<file path="src/rtl/hazard_unit_if.sv">
// Hazard interface between the pipeline (datapath + controller) and the hazard unit.
// The pipeline side is the master: it supplies register addresses and stage status,
// and receives forwarding selects, stall/flush controls and the event counters.
interface hazard_unit_if #(
  parameter int REG_W = 5,
  parameter int CNT_W = 16
);
  logic [REG_W-1:0] Rs1_D;
  logic [REG_W-1:0] Rs2_D;
  logic [REG_W-1:0] Rd_D;
  logic             RegWrite_M;
  logic             RegWrite_W;
  logic             ResultSrc_E0;
  logic             PCSrcE;
  logic [1:0]       ForwardA_E;
  logic [1:0]       ForwardB_E;
  logic             StallF;
  logic             StallD;
  logic             FlushD;
  logic             FlushE;
  logic [CNT_W-1:0] stall_cnt;
  logic [CNT_W-1:0] flush_cnt;

  modport master (
    output Rs1_D, Rs2_D, Rd_D, RegWrite_M, RegWrite_W, ResultSrc_E0, PCSrcE,
    input  ForwardA_E, ForwardB_E, StallF, StallD, FlushD, FlushE, stall_cnt, flush_cnt
  );

  modport slave (
    input  Rs1_D, Rs2_D, Rd_D, RegWrite_M, RegWrite_W, ResultSrc_E0, PCSrcE,
    output ForwardA_E, ForwardB_E, StallF, StallD, FlushD, FlushE, stall_cnt, flush_cnt
  );
endinterface

</file>
<file path="src/rtl/hazard_unit.sv">
// Hazard unit for the 5-stage RISC-V pipeline.
// Tracks source/destination register addresses through E/M/W, produces forwarding
// selects, load-use stalls and branch flushes, and counts stall/flush events with
// saturating counters for performance debug.
module hazard_unit #(
  parameter int REG_W = 5,
  parameter int CNT_W = 16
) (
  input  logic         clk,
  input  logic         reset,
  hazard_unit_if.slave hz
);

  logic [REG_W-1:0] rs1_e_q, rs1_e_d;
  logic [REG_W-1:0] rs2_e_q, rs2_e_d;
  logic [REG_W-1:0] rd_e_q,  rd_e_d;
  logic [REG_W-1:0] rd_m_q,  rd_m_d;
  logic [REG_W-1:0] rd_w_q,  rd_w_d;
  logic [CNT_W-1:0] stall_cnt_q, stall_cnt_d;
  logic [CNT_W-1:0] flush_cnt_q, flush_cnt_d;
  logic             lw_raw;
  logic             lw_stall;
  logic             flush_e;

  // M has priority over W because it holds the younger result; x0 is hard-wired zero
  // and must never pick up a forwarded value.
  function automatic logic [1:0] fwd_sel(input logic [REG_W-1:0] rs_e,
                                         input logic [REG_W-1:0] rd_m,
                                         input logic [REG_W-1:0] rd_w,
                                         input logic             wr_m,
                                         input logic             wr_w);
    logic [1:0] sel;
    sel = 2'b00;
    if (rs_e != '0) begin
      if (wr_m && (rs_e == rd_m)) begin
        sel = 2'b10;
      end else if (wr_w && (rs_e == rd_w)) begin
        sel = 2'b01;
      end
    end
    return sel;
  endfunction

  // Increment-and-hold: the counter sticks at all-ones instead of wrapping.
  function automatic logic [CNT_W-1:0] sat_inc(input logic [CNT_W-1:0] cnt,
                                               input logic             en);
    logic [CNT_W-1:0] res;
    res = cnt;
    if (en && (cnt != {CNT_W{1'b1}})) begin
      res = cnt + CNT_W'(1);
    end
    return res;
  endfunction

  // Hazard detection and control outputs; reset masks everything that depends on
  // stale pipeline state, while input-driven flushes still pass through.
  always_comb begin
    lw_raw   = hz.ResultSrc_E0 && (rd_e_q != '0) &&
               ((hz.Rs1_D == rd_e_q) || (hz.Rs2_D == rd_e_q));
    // A taken branch squashes the Decode instruction, so stalling it is pointless.
    lw_stall = lw_raw && !hz.PCSrcE && !reset;
    flush_e  = lw_stall || hz.PCSrcE;

    hz.ForwardA_E = reset ? 2'b00 : fwd_sel(rs1_e_q, rd_m_q, rd_w_q, hz.RegWrite_M, hz.RegWrite_W);
    hz.ForwardB_E = reset ? 2'b00 : fwd_sel(rs2_e_q, rd_m_q, rd_w_q, hz.RegWrite_M, hz.RegWrite_W);
    hz.StallF     = lw_stall;
    hz.StallD     = lw_stall;
    hz.FlushD     = hz.PCSrcE;
    hz.FlushE     = flush_e;
    hz.stall_cnt  = stall_cnt_q;
    hz.flush_cnt  = flush_cnt_q;
  end

  // Next-state: E stage takes a bubble on flush, M/W simply follow, counters saturate.
  always_comb begin
    rs1_e_d     = flush_e ? '0 : hz.Rs1_D;
    rs2_e_d     = flush_e ? '0 : hz.Rs2_D;
    rd_e_d      = flush_e ? '0 : hz.Rd_D;
    rd_m_d      = rd_e_q;
    rd_w_d      = rd_m_q;
    stall_cnt_d = sat_inc(stall_cnt_q, lw_stall);
    flush_cnt_d = sat_inc(flush_cnt_q, hz.PCSrcE);
  end

  // D->E, E->M, M->W address pipeline and event counters.
  always_ff @(posedge clk) begin
    if (reset) begin
      rs1_e_q     <= '0;
      rs2_e_q     <= '0;
      rd_e_q      <= '0;
      rd_m_q      <= '0;
      rd_w_q      <= '0;
      stall_cnt_q <= '0;
      flush_cnt_q <= '0;
    end else begin
      rs1_e_q     <= rs1_e_d;
      rs2_e_q     <= rs2_e_d;
      rd_e_q      <= rd_e_d;
      rd_m_q      <= rd_m_d;
      rd_w_q      <= rd_w_d;
      stall_cnt_q <= stall_cnt_d;
      flush_cnt_q <= flush_cnt_d;
    end
  end

endmodule

</file>
<file path="src/flat_wrapper.sv">
// flat-port wrapper written by rule: the top's interface ports become plain ports
module hazard_unit_flat 
#(
  parameter int REG_W = 5,
  parameter int CNT_W = 16
)
  (clk, reset, hz_Rs1_D, hz_Rs2_D, hz_Rd_D, hz_RegWrite_M, hz_RegWrite_W, hz_ResultSrc_E0, hz_PCSrcE, hz_ForwardA_E, hz_ForwardB_E, hz_StallF, hz_StallD, hz_FlushD, hz_FlushE, hz_stall_cnt, hz_flush_cnt);
  hazard_unit_if #(.REG_W(REG_W), .CNT_W(CNT_W)) hz_i ();
  input  logic clk;
  input  logic reset;
  input wire logic [$bits(hz_i.Rs1_D)-1:0] hz_Rs1_D;
  input wire logic [$bits(hz_i.Rs2_D)-1:0] hz_Rs2_D;
  input wire logic [$bits(hz_i.Rd_D)-1:0] hz_Rd_D;
  input wire logic [$bits(hz_i.RegWrite_M)-1:0] hz_RegWrite_M;
  input wire logic [$bits(hz_i.RegWrite_W)-1:0] hz_RegWrite_W;
  input wire logic [$bits(hz_i.ResultSrc_E0)-1:0] hz_ResultSrc_E0;
  input wire logic [$bits(hz_i.PCSrcE)-1:0] hz_PCSrcE;
  output wire logic [$bits(hz_i.ForwardA_E)-1:0] hz_ForwardA_E;
  output wire logic [$bits(hz_i.ForwardB_E)-1:0] hz_ForwardB_E;
  output wire logic [$bits(hz_i.StallF)-1:0] hz_StallF;
  output wire logic [$bits(hz_i.StallD)-1:0] hz_StallD;
  output wire logic [$bits(hz_i.FlushD)-1:0] hz_FlushD;
  output wire logic [$bits(hz_i.FlushE)-1:0] hz_FlushE;
  output wire logic [$bits(hz_i.stall_cnt)-1:0] hz_stall_cnt;
  output wire logic [$bits(hz_i.flush_cnt)-1:0] hz_flush_cnt;
  assign hz_i.Rs1_D = hz_Rs1_D;
  assign hz_i.Rs2_D = hz_Rs2_D;
  assign hz_i.Rd_D = hz_Rd_D;
  assign hz_i.RegWrite_M = hz_RegWrite_M;
  assign hz_i.RegWrite_W = hz_RegWrite_W;
  assign hz_i.ResultSrc_E0 = hz_ResultSrc_E0;
  assign hz_i.PCSrcE = hz_PCSrcE;
  assign hz_ForwardA_E = hz_i.ForwardA_E;
  assign hz_ForwardB_E = hz_i.ForwardB_E;
  assign hz_StallF = hz_i.StallF;
  assign hz_StallD = hz_i.StallD;
  assign hz_FlushD = hz_i.FlushD;
  assign hz_FlushE = hz_i.FlushE;
  assign hz_stall_cnt = hz_i.stall_cnt;
  assign hz_flush_cnt = hz_i.flush_cnt;
  hazard_unit #(.REG_W(REG_W), .CNT_W(CNT_W)) u_core (.clk(clk), .reset(reset), .hz(hz_i));
endmodule
</file>
<file path="config.mk">
export PLATFORM = sky130hd
export DESIGN_NAME = hazard_unit_flat
export DESIGN_NICKNAME = d
export VERILOG_FILES = /design/src/rtl/hazard_unit_if.sv /design/src/rtl/hazard_unit.sv /design/src/flat_wrapper.sv
export SDC_FILE = /design/constraint.sdc
export NUM_CORES = 1
export LEC_CHECK = 0
export ABC_AREA = 1
export CAP_MARGIN = 20
export CORE_ASPECT_RATIO = 0.5
export CORE_UTILIZATION = 47
export DETAILED_ROUTE_END_ITERATION = 10
export GPL_TIMING_DRIVEN = 0
export PLACE_DENSITY_LB_ADDON = 0.15
export SLEW_MARGIN = 20
export SYNTH_ARGS = -nofsm -noshare
export SYNTH_HDL_FRONTEND = slang
export SYNTH_SLANG_ARGS = --single-unit
</file>
<file path="constraint.sdc">
create_clock -name clk -period 2.19 [get_ports clk]
set_input_delay 0.438 -clock clk [delete_from_list [all_inputs] [get_ports clk]]
set_output_delay 0.438 -clock clk [all_outputs]
set_load 0.005 [all_outputs]
</file>
==> out/metrics.cfg <==
[synth]
syn_inst=477
syn_area_sq_um=3140
ys_async_sr_fraction=0
synth_cell_types=37
ys_seq_area_frac=0.363
yosys_warnings=0
synthTopCellsByArea=dfxtp_1 (36%), nand2_1 (14%), inv_1 (8.5%)
synth.most_common_cell=nand2_1
synth_common_cells=nand2_1 (119), inv_1 (71), nor2_1 (71), dfxtp_1 (57), nand3_1 (23)
ys_seq_elements=57
yosysTopAreaCell=dfxtp_1
syn_area_per_cell_sq_um=6.59
synth_top_area_share=0.363
ys.flop_type=dfxtp_1
syn-num-nets=500
synth_edf_count=0

[sta]
tightest_slew_ps=637
fin_tns_setup_ps=0
hold_violations=0
max_clock_freq_mhz=478
fin_crit_ps=2090
rsz0062_at_grt=false
timing.final.crit_share=0.955
skew_ps=5.25
layout_setup_ws_ps=99.0
slew_viol_final=0
relSlewSlack=0.575
finalSetupViolCount=0

[clocking]
cts_tree=done
clkSinkCount=57
htreeDepth=3
cts-root-buf=clkbuf_16
cts.path.max_buffers=2
ctsHoldBuffers=0
clk_pin_slew_ps=50
clock_latency_ps=330
cts_made_buffers=9

[grt]
antenna_found_initial=0
grt.total_usage=0.235
gr-total-overflow=0
grt_pass1_wl_um=12700
grt_max_degree=11
grt_pass1_vias=2780

[die]
start_util=0.503
rows=20
die_w_um=118
coreArea_sq_um=6260
die_h_um=59.8
io_pins=61
die-area_sq_um=7040

[detailed_routing]
viasPerCell=4.84
routedWlPerCell_um=11.7
ant_nets=0
drt-initial-drc-count=252
wl_um=7560
first_pass_iters=5
drc=0
vias=3117

[setup_path]
critPathCaptureType=output pin
startpoint_type=input port
required_ps=1750
slowest_stage=clkdlybuf4s50_1
path_cells=clkdlybuf4s50_1 -> inv_2 -> a21oi_2 -> o2111ai_2 -> nand2b_4 -> nor3_4 -> buf_2
reg2reg_depth=13
critPathMaxStageDelay_ps=470
path_class=input port to output pin
crit_fanout=2
arrival_ps=1650

[pwr]
power.density_nw_per_um2=634
ir_drop_uv=509
p_leak_uw=0.00188

[place]
placedCellCount=625
place.port_buffers=60
place_congestion=0.948
dp_hpwl_um=5480
pre_cts_slack_ps=-516

[finish]
layout.cells.non_filler=644
finish.net_count=574
drive_above_1_share=0.137
synthToLayoutAreaGrowth_pct=34.5
num_antenna_cells=0

[job]
maxCapViolCount=0

[outcome]
outcome=finished, final reports clean

[min_path]
hp-class=input port to flip-flop
whs_path_depth=3

per-stage QoR:
step / cell area, sq um / util / hold slack (ps) / power (uW)
after global placement: 3850 / 0.616 / 464 / 1310
after detailed placement: 3850 / 0.616 / 464 / 1320
after global routing: 4230 / 0.676 / 392 / 2790
after CTS: 4170 / 0.666 / 469 / 2690
final: 4230 / 0.676 / 387 / 2680
after floorplan: 3140 / - / 439 / 1220
layer usage:
layer	wire length [um]	vias up	track usage
met5	0	-	0
met4	93	0	0.0879
met3	438	9	0.0763
met2	3450	85	0.387
met1	3580	1374	0.294
li1	-	1649	-
critical path, delay by kind of cell:
family	cells	cell delay [ps]
buf+inv	3	660
compound gates	2	230
simple gates	2	310
cell families after synthesis:
kind of cell             Yosys count  synth area share
XOR/XNOR                          17            0.0474
AO/OA/AOI/OAI                     38            0.0700
AND/OR/NAND/NOR                  271             0.384
buffers and inverters             92             0.127
flip-flops                        57             0.363
adder cells (fa/ha/maj)            2           0.00796
cell type report:
type	count	area (sq um)
timing repair buffer	63	601
clock inverter	3	40.0
clock buffer	13	250
tap	88	110
sequential	57	1140
multi-input combinational	328	1690
fill	574	2030
inverter	77	289
buffer	15	111
power breakdown:
part | switching [uW] | internal (uW)
clock network | 458 | 906
registers | 21.9 | 1060
logic | 129 | 108
total | 609 | 2070
repair_timing:
item,4_1_cts,5_1_grt
pin swaps,8,7
setup buffers,2,1
resized for setup,29,25
setup endpoints to repair,7,7
cells in the final DEF, fill, tap and decap left out, types with 10 or more instances in the layout:
| cell type | count |
|---|---|
| nand2_1 | 117 |
| nor2_1 | 69 |
| inv_1 | 67 |
| dfxtp_1 | 57 |
| clkdlybuf4s50_1 | 43 |
| nand3_1 | 23 |
| nand4_1 | 20 |
| a21oi_1 | 17 |
| xor2_1 | 11 |
| nor3_1 | 10 |
| buf_4 | 10 |
final timing paths:
kind	from	slack, ps	end
hold reg to reg	u_core.rd_m_q[4]$_SDFF_PP0_	460	u_core.rd_w_q[4]$_SDFF_PP0_
setup / recovery	hz_RegWrite_M	100	hz_ForwardB_E[1]
hold / removal	hz_Rs2_D[1]	390	u_core.rs2_e_q[1]$_SDFF_PP0_
setup reg to reg	u_core.rd_e_q[0]$_SDFF_PP0_	470	u_core.hz.stall_cnt[6]$_SDFFE_PP0P_
flip-flops by register name (all words and copies together), names as in the netlist:
signal and count:
u_core.rs2_e_q 5, u_core.rd_e_q 5, u_core.hz.stall_cnt 16, u_core.hz.flush_cnt 16, u_core.rs1_e_q 5, u_core.rd_m_q 5, u_core.rd_w_q 5
Power figures use the tool's default switching activity.
